## src/rtl/hazard_ctrl_if.sv

```systemverilog
// Pipeline-side bundle for hazard_ctrl: decode operands, redirect,
// memory freeze in; stall, flush, halt and debug counters out.
interface hazard_ctrl_if #(
   parameter int CNT_W = 16
);
   logic             idValid;
   logic [2:0]       idRs;
   logic             idRsVld;
   logic [2:0]       idRt;
   logic             idRtVld;
   logic             idRegWrt;
   logic [2:0]       idWriteReg;
   logic             idHalt;
   logic             exRedirect;
   logic             memStall;
   logic             stall;
   logic             flushPipe;
   logic             halted;
   logic [CNT_W-1:0] stallCnt;
   logic [CNT_W-1:0] flushCnt;

   modport master (
      output idValid, idRs, idRsVld, idRt, idRtVld,
      output idRegWrt, idWriteReg, idHalt,
      output exRedirect, memStall,
      input  stall, flushPipe, halted, stallCnt, flushCnt
   );

   modport slave (
      input  idValid, idRs, idRsVld, idRt, idRtVld,
      input  idRegWrt, idWriteReg, idHalt,
      input  exRedirect, memStall,
      output stall, flushPipe, halted, stallCnt, flushCnt
   );
endinterface

```

## src/rtl/hazard_ctrl.sv

```systemverilog
// Interlock/flush controller: shift-register scoreboard of in-flight
// destinations, RAW stall, redirect flush, halt latch, debug counters.
module hazard_ctrl #(
   parameter int DEPTH  = 3,
   parameter int SQUASH = 1,
   parameter int CNT_W  = 16
) (
   input logic         clk,
   input logic         rst,
   hazard_ctrl_if.slave hz
);

   logic [DEPTH-1:0] vld_q, vld_d;
   logic [2:0]       rd_q [DEPTH];
   logic [2:0]       rd_d [DEPTH];
   logic             halted_q, halted_d;
   logic [CNT_W-1:0] stall_cnt_q, stall_cnt_d;
   logic [CNT_W-1:0] flush_cnt_q, flush_cnt_d;

   logic rs_hit, rt_hit;
   logic hazard, flush, stall, issue;

   // Compare decode sources against every live slot (r0 included).
   always_comb begin
      rs_hit = 1'b0;
      rt_hit = 1'b0;
      for (int i = 0; i < DEPTH; i++) begin
         if (vld_q[i] && rd_q[i] == hz.idRs) rs_hit = 1'b1;
         if (vld_q[i] && rd_q[i] == hz.idRt) rt_hit = 1'b1;
      end
   end

   assign hazard = hz.idValid & ~halted_q &
                   ((hz.idRsVld & rs_hit) | (hz.idRtVld & rt_hit));
   assign flush  = hz.exRedirect & ~hz.memStall;
   assign stall  = hz.memStall | halted_q | (hazard & ~flush);
   assign issue  = hz.idValid & ~stall & ~flush;

   // Advance scoreboard, halt and counters; a memory freeze holds all.
   always_comb begin
      vld_d       = vld_q;
      rd_d        = rd_q;
      halted_d    = halted_q;
      stall_cnt_d = stall_cnt_q;
      flush_cnt_d = flush_cnt_q;
      if (!hz.memStall) begin
         for (int i = DEPTH - 1; i > 0; i--) begin
            vld_d[i] = vld_q[i-1];
            rd_d[i]  = rd_q[i-1];
         end
         vld_d[0] = issue & hz.idRegWrt;
         rd_d[0]  = hz.idWriteReg;
         if (flush) begin
            for (int i = 1; i <= SQUASH; i++) begin
               if (i < DEPTH) vld_d[i] = 1'b0;
            end
            vld_d[0] = 1'b0;
         end
         if (issue & hz.idHalt) halted_d = 1'b1;
         if (hazard && !flush && stall_cnt_q != '1)
            stall_cnt_d = stall_cnt_q + CNT_W'(1);
         if (flush && flush_cnt_q != '1)
            flush_cnt_d = flush_cnt_q + CNT_W'(1);
      end
   end

   // State registers, cleared by the synchronous active-low reset.
   always_ff @(posedge clk) begin
      if (!rst) begin
         vld_q       <= '0;
         for (int i = 0; i < DEPTH; i++) rd_q[i] <= '0;
         halted_q    <= 1'b0;
         stall_cnt_q <= '0;
         flush_cnt_q <= '0;
      end else begin
         vld_q       <= vld_d;
         rd_q        <= rd_d;
         halted_q    <= halted_d;
         stall_cnt_q <= stall_cnt_d;
         flush_cnt_q <= flush_cnt_d;
      end
   end

   assign hz.stall     = stall;
   assign hz.flushPipe = flush;
   assign hz.halted    = halted_q;
   assign hz.stallCnt  = stall_cnt_q;
   assign hz.flushCnt  = flush_cnt_q;

endmodule

```

## src/flat_wrapper.sv

```systemverilog
// flat-port wrapper written by rule: the top's interface ports become plain ports
module hazard_ctrl_flat 
#(
   parameter int DEPTH  = 3,
   parameter int SQUASH = 1,
   parameter int CNT_W  = 16
)
  (clk, rst, hz_idValid, hz_idRs, hz_idRsVld, hz_idRt, hz_idRtVld, hz_idRegWrt, hz_idWriteReg, hz_idHalt, hz_exRedirect, hz_memStall, hz_stall, hz_flushPipe, hz_halted, hz_stallCnt, hz_flushCnt);
  hazard_ctrl_if #(.CNT_W(CNT_W)) hz_i ();
  input logic clk;
  input logic rst;
  input wire logic [$bits(hz_i.idValid)-1:0] hz_idValid;
  input wire logic [$bits(hz_i.idRs)-1:0] hz_idRs;
  input wire logic [$bits(hz_i.idRsVld)-1:0] hz_idRsVld;
  input wire logic [$bits(hz_i.idRt)-1:0] hz_idRt;
  input wire logic [$bits(hz_i.idRtVld)-1:0] hz_idRtVld;
  input wire logic [$bits(hz_i.idRegWrt)-1:0] hz_idRegWrt;
  input wire logic [$bits(hz_i.idWriteReg)-1:0] hz_idWriteReg;
  input wire logic [$bits(hz_i.idHalt)-1:0] hz_idHalt;
  input wire logic [$bits(hz_i.exRedirect)-1:0] hz_exRedirect;
  input wire logic [$bits(hz_i.memStall)-1:0] hz_memStall;
  output wire logic [$bits(hz_i.stall)-1:0] hz_stall;
  output wire logic [$bits(hz_i.flushPipe)-1:0] hz_flushPipe;
  output wire logic [$bits(hz_i.halted)-1:0] hz_halted;
  output wire logic [$bits(hz_i.stallCnt)-1:0] hz_stallCnt;
  output wire logic [$bits(hz_i.flushCnt)-1:0] hz_flushCnt;
  assign hz_i.idValid = hz_idValid;
  assign hz_i.idRs = hz_idRs;
  assign hz_i.idRsVld = hz_idRsVld;
  assign hz_i.idRt = hz_idRt;
  assign hz_i.idRtVld = hz_idRtVld;
  assign hz_i.idRegWrt = hz_idRegWrt;
  assign hz_i.idWriteReg = hz_idWriteReg;
  assign hz_i.idHalt = hz_idHalt;
  assign hz_i.exRedirect = hz_exRedirect;
  assign hz_i.memStall = hz_memStall;
  assign hz_stall = hz_i.stall;
  assign hz_flushPipe = hz_i.flushPipe;
  assign hz_halted = hz_i.halted;
  assign hz_stallCnt = hz_i.stallCnt;
  assign hz_flushCnt = hz_i.flushCnt;
  hazard_ctrl #(.DEPTH(DEPTH), .SQUASH(SQUASH), .CNT_W(CNT_W)) u_core (.clk(clk), .rst(rst), .hz(hz_i));
endmodule
```

## config.mk

```make
export PLATFORM = sky130hd
export DESIGN_NAME = hazard_ctrl_flat
export DESIGN_NICKNAME = d
export VERILOG_FILES = /design/src/rtl/hazard_ctrl_if.sv /design/src/rtl/hazard_ctrl.sv /design/src/flat_wrapper.sv
export SDC_FILE = /design/constraint.sdc
export NUM_CORES = 1
export LEC_CHECK = 0
export ABC_AREA = 1
export BUFFER_PORTS_ARGS = -buffer_cell sky130_fd_sc_hd__buf_2
export CAP_MARGIN = 10
export CORE_MARGIN = 5
export CORE_UTILIZATION = 55
export CTS_CLUSTER_DIAMETER = 120
export DETAILED_ROUTE_END_ITERATION = 7
export PLACE_DENSITY = 0.89
export SLEW_MARGIN = 15
export SYNTH_ARGS = -nofsm -noshare
export SYNTH_HDL_FRONTEND = slang
export SYNTH_SLANG_ARGS = --single-unit
```

## constraint.sdc

```tcl
create_clock -name clk -period 1.9 [get_ports clk]
set_input_delay 0.19 -clock clk [delete_from_list [all_inputs] [get_ports clk]]
set_output_delay 0.19 -clock clk [all_outputs]
set_load 0.005 [all_outputs]
```

# After elaboration in Yosys (flattened, before gate mapping)
# Index checks and enable logic that the tools add are counted.
totals:
  out_inout_bits: 35
  regBits: 45
  input_bits: 18
op_classes:
  reduce_logical: 13
  n_addsub: 2
  n_eq_ne: 8
  bitwise_logic: 17
  muxes: 7
op_table:
  columns: ["op", "n"]
  rows:
  - ["$add A16 B1 Y16 const B", 2]
  - ["$ne A16 B16 Y1 const B", 2]
  - ["$eq A3 B3 Y1", 6]
  - ["$and A1 B1 Y1", 10]
  - ["$logic_and A1 B1 Y1", 9]
  - ["$mux W1", 6]
  - ["$reduce_and A2 Y1", 3]
  - ["$not A1 Y1", 4]
  - ["$or A1 B1 Y1", 3]
  - ["$mux W2", 1]
  - ["$logic_not A1 Y1", 1]

# Depth between registers and ports, before layout
# Gate-level depths: netlist of the first run.
depth:
  word_depth: 15
  mapped_depth: 12
  depth_no_buf: 12

# Worst setup path before layout of the first run
# Ideal clock, no wire load.
synth_timing:
  path_type: "register to register"
  startpoint: "register u_core.stall_cnt_q[0], in the netlist u_core.hz.stallCnt[0]"
  endpoint: "register u_core.stall_cnt_q[9], in the netlist u_core.hz.stallCnt[9]"
  setup_ns: 0.069
  setup_slack_ns: 0.288
  arrival_ns: 1.543
  required_time_ns: 1.831
  n_path_buf: 1
  period_less_slack_ns: 1.612
  stages_incl_launch_ff: 10
  path_cell_list: "dfxtp_1 ha_1 nand2_1 inv_2 nand2_2 nor2_4 a31oi_4 buf_2 nand4_1 a21oi_2"
synth_between:
  elab_chain_cells: 3
  elab_cells_between_ends: 4
synth_rtl:
  columns: ["element", "line_no", "text"]
  rows:
  - ["from (decl)", "hazard_ctrl.sv:17", "logic [CNT_W-1:0] stall_cnt_q, stall_cnt_d;"]
  - ["from (signal assigned)", "hazard_ctrl.sv:79", "stall_cnt_q <= stall_cnt_d;"]
  - ["parallel branches: the longest is 3 deep, another holds $add A16 B1 Y16", null, null]
# Several ways; the timed one is not identified.
# A chain may end at the register's enable or synchronous reset.

# Final worst setup path of the first run
layout_timing:
  startpoint: "register u_core.rd_q[8] (netlist name)"
  endpoint: "output hz_stall"
layout_between:
  elab_chain_cells: 10
  elab_cells_between_ends: 16
layout_rtl:
  columns: ["element", "line_no", "text"]
  rows:
  - ["from (decl)", "hazard_ctrl.sv:14", "logic [2:0] rd_q [DEPTH];"]
  - ["from (signal assigned)", "hazard_ctrl.sv:77", "rd_q <= rd_d;"]
  - ["$eq A3 B3 Y1 (on tied branches)", "hazard_ctrl.sv:28, hazard_ctrl.sv:29", null]
  - ["$logic_and A1 B1 Y1 (on tied branches)", "hazard_ctrl.sv:28, hazard_ctrl.sv:29", null]
  - ["$mux W1 (on tied branches) (3 in series)", "hazard_ctrl.sv:28, hazard_ctrl.sv:29", null]
  - ["$and A1 B1 Y1", "hazard_ctrl.sv:34", "((hz.idRsVld & rs_hit) | (hz.idRtVld & rt_hit));"]
  - ["$or A1 B1 Y1 *", "hazard_ctrl.sv:34", null]
  - ["$and A1 B1 Y1 *", "hazard_ctrl.sv:33", "assign hazard = hz.idValid & ~halted_q &"]
  - ["$and A1 B1 Y1 *", "hazard_ctrl.sv:36", "assign stall = hz.memStall | halted_q | (hazard & ~flush);"]
  - ["$or A1 B1 Y1 *", "hazard_ctrl.sv:36", null]
  - ["to (decl)", "flat_wrapper.sv:22", "output wire logic [$bits(hz_i.stall)-1:0] hz_stall;"]
# Every way passes the cells marked *; elsewhere a longest branch is shown, timed or not.

==> impl_metrics.toml, run 1 <==
[critical_path]
critPathLaunchType = "flop"
critPathBufInv = 3
worstPathArrival_ps = 1630
critical_path.endpoint_type = "primary output"
critical_path_peak_fanout = 4
critical_path_cell_count = 11
cp_top_family = "simple AND/OR/NAND/NOR gates"
timing.setup.critical_path_class = "flop to primary output"
critical_path.slowest_cell = "sky130_fd_sc_hd__dfxtp_2"
rr_worst_depth = 10
cp_data_required_time_ps = 1710
critical-path-top-cell-by-count = "sky130_fd_sc_hd__nand2_1"
cp_cell_sequence = "inv_2 > nand2_1 > nand2_1 > nor2_1 > nand2_1 > nand3_2 > nand2_2 > nand2_4 > inv_2 > o211ai_1 > buf_2"
crit_path_max_incr_delay_ps = 370

[route]
drt_pre_antenna_iters = 5
post_route_ant_nets = 0
wl_um = 6960
wl_per_cell_um = 13.4
detailroute.via_count = 2802
viasPerCell = 5.38
drt_iter0_markers = 143
drcViolationCount = 0

[layout]
filler_cell_count = 413
final_core_utilization_pct = 67.8
post_route_cells_drive_above_1_share_pct = 26.3
insertedDiodeCount = 0
seqCellArea_um2 = 911
num-nets-final = 488
flow.area_growth_from_synthesis_pct = 19.8
multi_input_area_mm2 = 0.00156

[timing]
finalWorstPathRequiredPeriod_ps = 1820
totalNegativeSetupSlack_ps = 0
timing.final.max_slew_violations = 0
setup_violations = 0
fmax_mhz = 550
final.period_utilization_pct = 95.7
finClkSkew_ps = 7.95
report.final.hold_viol_count = 0
relSlewSlack_pct = 60.5
max_slew.worst_pin.slew_ps = 589

[cts]
tritoncts_num_sinks = 45
worst_skew_pair.late_latency_ps = 300
cts_tree = "yes"
ctsLongestPathBuffers = 2
cts_root_buf = "sky130_fd_sc_hd__clkbuf_8"
clock_pin_slew_on_the_worst_setup_and_hold_paths_ps = 80
cts_htree_levels = 2
cts-buffers-inserted = 5

[synth]
number_of_unique_standard_cell_types_used_by_synthesis = 32
seq_area_frac_synth_pct = 33.9
synth_top_area_share_pct = 33.9
synth_async_sr_flop_share_pct = 0
syn_area_per_cell_um2 = 6.56
synth.ff_latch_count = 45
synth.largest_area_cell = "sky130_fd_sc_hd__dfxtp_1"
synth.area.top_cells = "sky130_fd_sc_hd__dfxtp_1 (34%), sky130_fd_sc_hd__nand2_1 (16%), sky130_fd_sc_hd__a21oi_1 (6.6%), sky130_fd_sc_hd__nor2_1 (6.4%), sky130_fd_sc_hd__inv_1 (5.4%)"
ys_warn_count = 0
synth.cells.most_frequent = "sky130_fd_sc_hd__nand2_1 (112), sky130_fd_sc_hd__dfxtp_1 (45), sky130_fd_sc_hd__nor2_1 (45), sky130_fd_sc_hd__inv_1 (38), sky130_fd_sc_hd__a21oi_1 (35)"
syn_nets = 425
mappedNetlistArea_mm2 = 0.00266
synth_flop_cell = "sky130_fd_sc_hd__dfxtp_1"
synth-edff-count = 0
synthCells = 405
synth.most_common_cell = "sky130_fd_sc_hd__nand2_1"

[global_routing]
grt_max_degree = 21
grt-ovfl-total = 0
gr-usage-all-layers_pct = 21.8
first_global_vias = 2622
global_route_wire_length_before_repair_um = 11200
initial_antenna_violation_count = 0

[placed_design]
hpwlAfterDp_um = 5120
i_o_buffers = 52
place_congestion = 0.927

[power_and_ir_drop]
power_switching_share_pct = 26.8
clock_power_share_pct = 31.5
intPower_mw = 1.29
p_sw_mw = 0.474
p_leak_nw = 1.38
p_seq_share_pct = 56.0
combPwrFrac_pct = 12.5
worst_ir_drop_vdd_mv = 0.342
total_power_divided_by_cell_area_mw_per_mm2 = 555

[die]
core_mm2 = 0.00469
initial_utilization_pct = 56.6
boundaryPins = 53
rows = 25
chipHeight_um = 79.5
die_x_um = 79.5
dieArea_mm2 = 0.00632

[job]
drv.max_cap_violation_count = 0

[run_status]
run_status = "finished, final reports clean"

[min_path]
min_delay_path_depth = 3
hold_path_class = "input pin to flop"
==> metal layers <==
metal | track usage (%) | share of wire, %
met3 | 4.29 | 4.7
met5 | 0 | 0
met4 | 9.97 | 1.5
met1 | 27.0 | 45
met2 | 36.2 | 49
==> worst register-to-register path, cell delays in order (launching register included) <==
cell	delay (ps)
sky130_fd_sc_hd__dfxtp_1	370
sky130_fd_sc_hd__ha_1	240
sky130_fd_sc_hd__nand2_1	100
sky130_fd_sc_hd__inv_2	40
sky130_fd_sc_hd__nand2_2	120
sky130_fd_sc_hd__nor2_4	60
sky130_fd_sc_hd__a31oi_4	190
sky130_fd_sc_hd__buf_12	150
sky130_fd_sc_hd__nand3_2	200
sky130_fd_sc_hd__nand2_1	120
sky130_fd_sc_hd__a21oi_1	60
==> per-stage QoR <==
stage / worst slack (ps) / total power [mW] / instances / hold slack [ps] / area [um2]
finish: 82.3 / 1.76 / 521 / 128 / 3180
global route: -2.82 / 1.84 / 521 / 148 / 3180
CTS: 5.07 / 1.75 / 515 / 126 / 3070
detailed placement: 67.1 / 1.20 / 508 / 438 / 2990
global placement: 191 / 1.20 / 508 / 431 / 2990
floorplan: 288 / 1.13 / 405 / 342 / 2660
==> path summary, 6_finish.rpt <==
kind | slack, ps | end | start
setup reg to reg | 120 | u_core.hz.stallCnt[2] | u_core.hz.stallCnt[0]
setup / recovery | 80 | hz_stall | u_core.rd_q[8]
hold / removal | 130 | u_core.rd_q[7] | hz_idWriteReg[1]
hold reg to reg | 480 | u_core.rd_q[1] | u_core.rd_q[1]
==> repair_timing <==
action,CTS,global route
setup buffers,1,5
gates resized for setup,0,23
endpoints found under the setup margin,1,21
cloned,0,1
hold buffers,0,0
pin swaps,1,4
==> cell usage in the layout (no fill, tap or decap) <==
master	n
sky130_fd_sc_hd__a21oi_2	6
sky130_fd_sc_hd__nor3_2	1
sky130_fd_sc_hd__nor3_1	11
sky130_fd_sc_hd__nand2_2	4
sky130_fd_sc_hd__buf_4	12
sky130_fd_sc_hd__a31oi_4	1
sky130_fd_sc_hd__inv_1	34
sky130_fd_sc_hd__nand3_1	9
sky130_fd_sc_hd__xor2_1	11
sky130_fd_sc_hd__o21ai_0	21
sky130_fd_sc_hd__nand4_1	21
sky130_fd_sc_hd__buf_2	52
sky130_fd_sc_hd__nor2_2	4
sky130_fd_sc_hd__and3_1	1
sky130_fd_sc_hd__clkinv_1	1
sky130_fd_sc_hd__or2_2	1
sky130_fd_sc_hd__inv_2	14
sky130_fd_sc_hd__nor4_4	1
sky130_fd_sc_hd__nor2_1	43
sky130_fd_sc_hd__clkinv_2	1
sky130_fd_sc_hd__nand2_4	2
sky130_fd_sc_hd__dfxtp_1	37
sky130_fd_sc_hd__buf_12	1
sky130_fd_sc_hd__dfxtp_2	8
sky130_fd_sc_hd__nand3_2	5
sky130_fd_sc_hd__nor3b_1	1
sky130_fd_sc_hd__clkbuf_8	5
sky130_fd_sc_hd__xnor2_1	5
sky130_fd_sc_hd__nor2_4	2
sky130_fd_sc_hd__a211oi_1	1
sky130_fd_sc_hd__nand3b_1	1
sky130_fd_sc_hd__o211ai_1	1
sky130_fd_sc_hd__ha_2	1
sky130_fd_sc_hd__nand3_4	1
sky130_fd_sc_hd__nand2_1	110
sky130_fd_sc_hd__ha_1	1
sky130_fd_sc_hd__buf_6	1
sky130_fd_sc_hd__a21oi_1	35
==> registers in the layout, indices dropped and copies added (netlist names) <==
name and flops:
u_core.vld_q 3, u_core.rd_q 9, u_core.hz.flushCnt 16, u_core.hz.halted 1, u_core.hz.stallCnt 16
==> power by group through the flow <==
stage	sequential, mW	combinational [mW]	clock (mW)
3_5_place_dp	1.01	0.198	0
3_3_place_gp	1.00	0.191	0
5_1_grt	0.992	0.246	0.604
4_1_cts	0.984	0.200	0.563
2_1_floorplan	1.00	0.131	0
6_report	0.988	0.220	0.556
==> cell type report <==
type	instances	share of cell area, %
Multi-Input combinational cell	301	49.2
Inverter	49	5.78
Tap cell	54	2.12
Timing Repair Buffer	66	12.0
Sequential cell	45	28.6
Clock inverter	1	0.157
Clock buffer	5	2.16
==> cells by family after synthesis <==
family	Yosys count	share of synthesized area, %
compound gates	65	13.9
xor+xnor	16	5.28
simple gates	217	37.0
flops	45	33.9
buf+inv	60	8.95
fa+ha+maj	2	0.942
No activity file was read; power rests on OpenSTA's default activity.
==> run 2, diff against run 1 <==
--- a/config.mk
+++ b/config.mk
@@ -8,6 +8,7 @@
 export ABC_AREA = 1
 export BUFFER_PORTS_ARGS = -buffer_cell sky130_fd_sc_hd__buf_2
 export CAP_MARGIN = 10
+export CORE_ASPECT_RATIO = 0.7
 export CORE_MARGIN = 5
 export CORE_UTILIZATION = 55
 export CTS_CLUSTER_DIAMETER = 120
==> run 2 against run 1 <==
Clock skew is 6.2 ps lower. Clock-buffer cell count rose by 2. Largest cell class unchanged. Sequential share of layout area increased by 0.079 points.
==> impl_metrics.toml, run 2 (same netlist as run 1, synthesis figures left out) <==
[run_status]
run_status = "finished, final reports clean"

[global_routing]
grt-ovfl-total = 0
global_route_wire_length_before_repair_um = 11400
grt_max_degree = 21
gr-usage-all-layers_pct = 22.7
global_route.usage.met1_pct = 29.4
met3_track_usage_gr_pct = 4.95
initial_antenna_violation_count = 0
groute.layer.met2.usage_pct = 37.0
first_global_vias = 2640
grt_busiest_layer = "met2"

[route]
drcViolationCount = 0
wl_per_cell_um = 13.6
wl_um = 7170
detailroute.via_count = 2865
drt_iter0_markers = 211
viasPerCell = 5.45
drt_pre_antenna_iters = 5
post_route_ant_nets = 0

[placed_design]
pre_cts_ws_ps = 94.5
placed_cells_incl_taps = 514
hpwlAfterDp_um = 5250
i_o_buffers = 52
place_congestion = 0.920

[cts]
cts_htree_levels = 2
ctsLongestPathBuffers = 2
clock_pin_slew_on_the_worst_setup_and_hold_paths_ps = 80
cts_root_buf = "sky130_fd_sc_hd__clkbuf_8"
cts-buffers-inserted = 5
cts_tree = "yes"
worst_skew_pair.late_latency_ps = 300
tritoncts_num_sinks = 45

[layout]
num-nets-final = 488
insertedDiodeCount = 0
stdcell_count = 526
final_cell_mix = "sky130_fd_sc_hd__nand2_1 (109), sky130_fd_sc_hd__buf_2 (52), sky130_fd_sc_hd__nor2_1 (44)"
flow.area_growth_from_synthesis_pct = 19.8
post_route_cells_drive_above_1_share_pct = 26.0
filler_cell_count = 414
mostFrequentLayoutCell = "sky130_fd_sc_hd__nand2_1"

[timing]
fin_worst_hold_slack_ps = 120
finClkSkew_ps = 1.74
setup_violations = 0
report.final.hold_viol_count = 0
timing.final.max_slew_violations = 0
final_worst_setup_slack_ps = 54.4
finalWorstPathRequiredPeriod_ps = 1850
fmax_mhz = 542
relSlewSlack_pct = 73.3
max_slew.worst_pin.slew_ps = 399
totalNegativeSetupSlack_ps = 0
final.period_utilization_pct = 97.1

[critical_path]
worstPathArrival_ps = 1660
crit_path_max_incr_delay_ps = 350
cp_cell_sequence = "inv_2 > nand2_2 > nand2_1 > nor2_1 > nand2_1 > nand3_1 > nand2_2 > nand2_4 > inv_2 > o211ai_1 > buf_2"
timing.setup.critical_path_class = "flop to primary output"
r2r-start = "u_core.hz.flushCnt[0]"
setup.worst_path.start = "u_core.rd_q[8]"
critical_path_peak_fanout = 4
critical_path.endpoint_type = "primary output"
cp_data_required_time_ps = 1710
critPathLaunchType = "flop"
critPathBufInv = 3
critical_path.slowest_cell = "sky130_fd_sc_hd__dfxtp_2"
cp_top_family = "simple AND/OR/NAND/NOR gates"

[power_and_ir_drop]
p_leak_nw = 1.39
worst_ir_drop_vdd_mv = 0.504
total_power_divided_by_cell_area_mw_per_mm2 = 589

[die]
boundaryPins = 53
rows = 21
chipHeight_um = 68.1
core_mm2 = 0.00473
initial_utilization_pct = 56.1
dieArea_mm2 = 0.00634
die_x_um = 93.0

[min_path]
hold_path_startpoint = "hz_idWriteReg[1]"
hold_path_class = "input pin to flop"

[job]
drv.max_cap_violation_count = 0
## run 2: cell types whose count changed in the layout (fill, tap and decap cells not counted), sizes merged
cell and change:
clkbuf +2, nand3 -1, buf +1
## run 2: worst min-delay path, cell delays in order
cell                      delay (ps)
sky130_fd_sc_hd__buf_2            80
sky130_fd_sc_hd__o21ai_0          60
sky130_fd_sc_hd__nor2_1           70
## run 2: power breakdown
group          switching, mW  internal [mW]
registers             0.0234          0.965
clock network          0.340          0.329
logic                  0.135         0.0813
## run 2: repair_timing
| action | in CTS | in global routing |
|---|---|---|
| endpoints found under the setup margin | 1 | 7 |
| setup buffers | 1 | 3 |
| endpoints found under the hold margin | 0 | 0 |
| gates resized for setup | 2 | 18 |
| hold buffers | 0 | 0 |
| pin swaps | 1 | 10 |
## run 2: stage by stage
stage	utilization [%]	instance area (um2)	power (mW)
after global routing	67.3	3180	1.95
after detailed placement	63.8	3020	1.21
after floorplan	-	2660	1.13
after CTS	66.1	3130	1.87
final	67.3	3180	1.87
after global placement	63.8	3020	1.20
## run 2: per-layer routing
metal	up-vias	wire length, um
met5	-	0
met4	0	93
met3	9	464
met2	110	3290
met1	1315	3320
li1	1431	-
## run 2: area by class of cell
cell class | count | area (um2) | area share, %
Timing Repair Buffer | 67 | 373 | 11.7
Inverter | 49 | 184 | 5.78
Clock buffer | 7 | 96.3 | 3.03
Tap cell | 57 | 71.3 | 2.24
Sequential cell | 45 | 913 | 28.7
Clock inverter | 1 | 5.00 | 0.157
Multi-Input combinational cell | 300 | 1540 | 48.4
## run 2: final timing paths
check	endpoint	slack [ps]	cells past startpoint
worst max-delay path	hz_stall	50	11
worst min-delay path	u_core.rd_q[7]	120	3
worst max register to register	u_core.hz.flushCnt[3]	140	9
worst min register to register	u_core.hz.flushCnt[5]	470	2
